$ cat src/rtl/csa_sum_accumulator.sv
// csa_sum_accumulator: first clocked stage after the carry-save adder.
// Collects a group of (N+1)-bit sums into an ACC_W-bit accumulator and
// presents the group total on a valid/ready output handshake.
//
// Ports:
//   clk, rst                 rising-edge clock, async active-high reset
//   in_valid / in_ready      input beat handshake (in_ready is registered)
//   in_sum, in_carry         adder sum and carry-out (carry=1 flags an error)
//   in_last                  closes the group on this beat
//   out_valid / out_ready    result handshake
//   out_acc                  group total modulo 2^ACC_W
//   out_count                beats in the group
//   out_ovf, out_err         sticky wrap / carry-error flags for the group
module csa_sum_accumulator #(
  parameter int unsigned N       = 32,
  parameter int unsigned ACC_W   = 40,
  parameter int unsigned MAX_CNT = 16,
  localparam int unsigned CNT_W  = $clog2(MAX_CNT + 1)
) (
  input  logic             clk,
  input  logic             rst,
  input  logic             in_valid,
  output logic             in_ready,
  input  logic [N:0]       in_sum,
  input  logic             in_carry,
  input  logic             in_last,
  output logic             out_valid,
  input  logic             out_ready,
  output logic [ACC_W-1:0] out_acc,
  output logic [CNT_W-1:0] out_count,
  output logic             out_ovf,
  output logic             out_err
);

  localparam int unsigned SUM_W = ACC_W + 1;

  typedef enum logic [1:0] {
    IDLE = 2'd0,
    ACC  = 2'd1,
    DONE = 2'd2
  } state_t;

  state_t             state_q, state_d;
  logic [ACC_W-1:0]   acc_q, acc_d;
  logic [CNT_W-1:0]   cnt_q, cnt_d;
  logic               ovf_q, ovf_d;
  logic               err_q, err_d;
  logic [SUM_W-1:0]   sum_ext;
  logic [CNT_W-1:0]   cnt_inc;
  logic               accept;

  // in_ready is a register, so acceptance never depends on out_ready
  assign accept = in_valid & in_ready;

  // Next-state and datapath update
  always_comb begin
    state_d = state_q;
    acc_d   = acc_q;
    cnt_d   = cnt_q;
    ovf_d   = ovf_q;
    err_d   = err_q;
    // Extra top bit captures the carry-out of the ACC_W-bit add
    sum_ext = {1'b0, acc_q} + SUM_W'(in_sum);
    cnt_inc = cnt_q + CNT_W'(1);

    case (state_q)
      IDLE: begin
        if (accept) begin
          acc_d   = ACC_W'(in_sum);
          cnt_d   = CNT_W'(1);
          ovf_d   = 1'b0;
          err_d   = in_carry;
          state_d = (in_last || (MAX_CNT == 1)) ? DONE : ACC;
        end
      end
      ACC: begin
        if (accept) begin
          acc_d   = sum_ext[ACC_W-1:0];
          cnt_d   = cnt_inc;
          ovf_d   = ovf_q | sum_ext[ACC_W];
          err_d   = err_q | in_carry;
          state_d = (in_last || (cnt_inc == CNT_W'(MAX_CNT))) ? DONE : ACC;
        end
      end
      DONE: begin
        if (out_ready) begin
          state_d = IDLE;
        end
      end
      default: state_d = IDLE;
    endcase
  end

  // State, datapath and decoded handshake registers
  always_ff @(posedge clk or posedge rst) begin
    if (rst) begin
      state_q   <= IDLE;
      acc_q     <= '0;
      cnt_q     <= '0;
      ovf_q     <= 1'b0;
      err_q     <= 1'b0;
      in_ready  <= 1'b0;
      out_valid <= 1'b0;
    end else begin
      state_q   <= state_d;
      acc_q     <= acc_d;
      cnt_q     <= cnt_d;
      ovf_q     <= ovf_d;
      err_q     <= err_d;
      in_ready  <= (state_d != DONE);
      out_valid <= (state_d == DONE);
    end
  end

  // Result fields hold until the next group's first beat reloads them
  assign out_acc   = acc_q;
  assign out_count = cnt_q;
  assign out_ovf   = ovf_q;
  assign out_err   = err_q;

endmodule
$ cat config.mk
export PLATFORM = sky130hd
export DESIGN_NAME = csa_sum_accumulator
export DESIGN_NICKNAME = d
export VERILOG_FILES = /design/src/rtl/csa_sum_accumulator.sv
export SDC_FILE = /design/constraint.sdc
export NUM_CORES = 1
export LEC_CHECK = 0
export ABC_AREA = 1
export CAP_MARGIN = 20
export CORE_UTILIZATION = 55
export CTS_CLUSTER_DIAMETER = 200
export DETAILED_ROUTE_END_ITERATION = 7
export PLACE_DENSITY = 0.81
export SETUP_SLACK_MARGIN = 0.2
export SYNTH_ARGS = -nofsm -noshare
export SYNTH_HDL_FRONTEND = slang
export SYNTH_SLANG_ARGS = --single-unit
$ cat constraint.sdc
create_clock -name clk -period 2.3 [get_ports clk]
set_input_delay 0.46 -clock clk [delete_from_list [all_inputs] [get_ports clk]]
set_output_delay 0.46 -clock clk [all_outputs]
set_load 0.03 [all_outputs]
==> summary.md <==
| Metric | Value |
|---|---|
| Worst-Skew Late Latency | `0.33 ns` |
| Largest family of logic cells by synthesized area | `simple AND/OR/NAND/NOR gates` |
| Layout area overhead | `46.27%` |
| Synth Area in Simple Gates | `0.4613` |
| HPWL after detailed placement | `14.11 mm` |
| First-pass GRT wire length | `29.77 mm` |
| Prevailing post-synth register cell | `dfrtp_1` |
| CTS Buffer Depth | `2` |
| Routability-driven placement congestion ratio | `0.9990` |
| Gate power share | `0.785` |
| CTS tree | `done` |
| Post-Syn Area | `0.005395 mm²` |
| Startpoint types | `flop` |
| Normalized max-slew margin | `0.6033` |
| Post-Route WL | `20.73 mm` |
| GR peak layer | `met2` |
| Pleak | `4.474 nW` |
| Status | `finished clean` |
| Netlist cell types | `33` |
| Synth top area share | `0.3075` |
| Share of power burned in registers | `0.159` |
| Met3 Resource Use GR | `0.04161` |
| Least-Margin Pin Slew | `0.5942 ns` |
| Max-slew violation count | `0` |
| Finish-stage setup viols | `0` |
| Fraction of layout cells with a size suffix above 1 | `0.2102` |
| Sink Count | `51` |
| Initial core utilization | `0.5757` |
| Nets@finish | `1196` |
| Total Routing Usage GR | `0.3762` |
| Most numerous cell in the Yosys netlist | `nand2_1` |
| Gr ovfl total | `0` |
| Int Power | `5.100 mW` |
| First drt pass iteration count | `5` |
| Tot Pwr | `11.12 mW` |
| Worst EP required | `1.84 ns` |
| Core region area | `0.009371 mm²` |
| Final worst path period need | `2.091 ns` |
| F_max | `0.4782 GHz` |
| Initial DRC Count | `546` |
| Final core utilization | `0.8421` |
| Drt drc | `0` |
| Post-Synthesis Cells | `956` |
| CP Capture Type | `primary output` |
| CP arrival | `1.63 ns` |
| Worst min path class | `input port to flop` |
| Mean number of vias per cell | `5.478` |
| Mapped Avg Cell Area | `5.643 µm²` |
| Final hold vios | `0` |
| M2 GR Usage | `0.6285` |
| Switching share of total power | `0.5413` |
| IO buf count | `87` |
| Initial antenna violation count | `0` |
| Post-Synth Adder-Cell Area | `0.08256` |
| Peak supply drop | `1137 µV` |
| Remaining antenna violation count after routing | `0` |
| CTS Root Cell | `clkbuf_8` |
| #FFs+latches synth | `51` |
| PwrDens | `1409 mW/mm²` |
| Number of flops mapped to enable cells by yosys | `0` |
| Synth Area in Compound Gates | `0.06888` |
| Share of flip-flops with an asynchronous set or reset | `1.000` |
| Net switching power | `6.019 mW` |
| Die ar. | `0.01021 mm²` |
| CP max FO | `2` |
| Clk pin slew, worst setup/hold paths | `0.12 ns` |
| Post-synth top area cell | `nand2_1` |
| Post-synth top cells | `442 x nand2_1, 161 x inv_1, 67 x nor2_1, 51 x dfrtp_1, 51 x nand3_1` |
| Boundary pin count | `88` |
| Clk pwr share | `0.056` |
| H-Tree Depth | `2` |
| Area after DPL | `0.007005 mm²` |
| Post-synthesis mux area share | `0` |
| Unrepaired setup endpoints after global routing | `true` |
| Largest net degree at the start of global routing | `32` |
| Final period utilization | `0.9092` |
| Ys Warns | `0` |
| Synth top area cells | `nand2_1 31%, dfrtp_1 24%, inv_1 11%, ha_1 7.9%, nand3_1 4.7%` |
| Final clock skew | `0.01746 ns` |
| Max-Cap Viols | `0` |
| Die W | `101.0 µm` |
| Die Span Y | `101.0 µm` |
| Average wire per standard cell | `16.56 µm` |
| Standard-cell rows | `35` |
| Fin area | `0.007891 mm²` |
| Register area share after synthesis | `0.2365` |
| Hold Buf Count CTS | `0` |
| Via count | `6859` |
| Syn Nets | `1030` |
| Met1 Track Usage GR | `0.4944` |
| Vias in the first global route | `6326` |
| CTS buffer count | `5` |
| Critical path class | `flop to primary output` |
| Diodes inserted | `0` |
| Synth Area in XOR/XNOR | `0.02435` |
## path summary, 6_finish.rpt
path,end,start,cells past startpoint,slack [ns]
min in group asynchronous,out_acc[5],rst,2,0.55
worst max register to register,out_acc[27],out_acc[6],14,0.24
worst min-delay path,out_acc[9],in_sum[9],3,0.50
worst min register to register,out_err,out_err,1,0.53
max in group asynchronous,out_acc[0],rst,3,1.17
worst max-delay path,out_acc[28],out_acc[28],2,0.21
## through the flow
step	setup WS, ns	setup TNS [ns]	hold slack, ns	cells
finish	0.2089	0	0.5008	1252
global route	0.1514	0	0.5360	1252
CTS	0.1938	0	0.5065	1248
detailed placement	-0.3509	-7.110	0.4920	1238
global placement	-0.3092	-5.943	0.4898	1238
floorplan	0.2884	0	0.5173	956
## worst max-delay path, cell delays in order (launching register included)
cell and delay, ns:
dfrtp_1 0.46, buf_4 0.18, clkdlybuf4s50_1 0.67
## routing by layer
metal	part of all wire	up-vias
met2	0.46	389
met5	0	-
met4	0.055	0
met1	0.40	3123
met3	0.085	108
li1	-	3239
## timing repair
item,CTS,global route
buffers inserted,2,4
hold endpoints to repair,0,0
resized for setup,37,119
pin swaps,7,22
setup endpoints to repair,29,37
cloned,0,0
## registers in the layout, summed over array words and instances (netlist names)
name and flops:
out_valid 1, in_ready 1, out_ovf 1, state_q 2, out_count 5, out_err 1
out_acc 40
## area by class of cell
class                      instances  area [µm²]
multi-input combinational        726        4125
inverter                         164       615.6
clock buffer                       5       68.82
fill                             631        1480
sequential                        51        1277
timing repair buffer             174        1617
tap                              129       161.4
clock inverter                     3       26.28
## placed cells by master, fill, tap and decap left out, types with 4 or more instances in the layout
master and count:
ha_4 32, nand2_1 410, nor2_4 10, nand2_4 5, dlymetal6s2s_1 28, a21oi_1 24
xnor2_1 6, a21oi_2 9, nor2_2 20, buf_4 85, clkdlybuf4s50_1 57, nand4_1 7
o21ai_1 8, inv_2 8, nor2_1 47, nand3_2 10, dfrtp_1 50, and2_1 5
nand3_1 46, nand2_2 37, inv_1 156, xor2_1 9, clkbuf_8 5, o21ai_0 18
nor3_2 4
## logic make-up after synthesis
family | Yosys count
xor+xnor | 15
simple gates | 607
buf+inv | 179
fa+ha+maj | 35
compound gates | 69
flops | 51
## power by group through the flow
stage	Sequential [mW]	Clock [mW]	Combinational (mW)
after floorplan	2.25	0	3.84
after global placement	1.62	0	7.25
after global routing	1.80	0.650	9.42
after CTS	1.66	0.624	7.69
after detailed placement	1.62	0	7.36
final	1.77	0.626	8.72
Note: power is estimated with default switching activity, not from simulation.
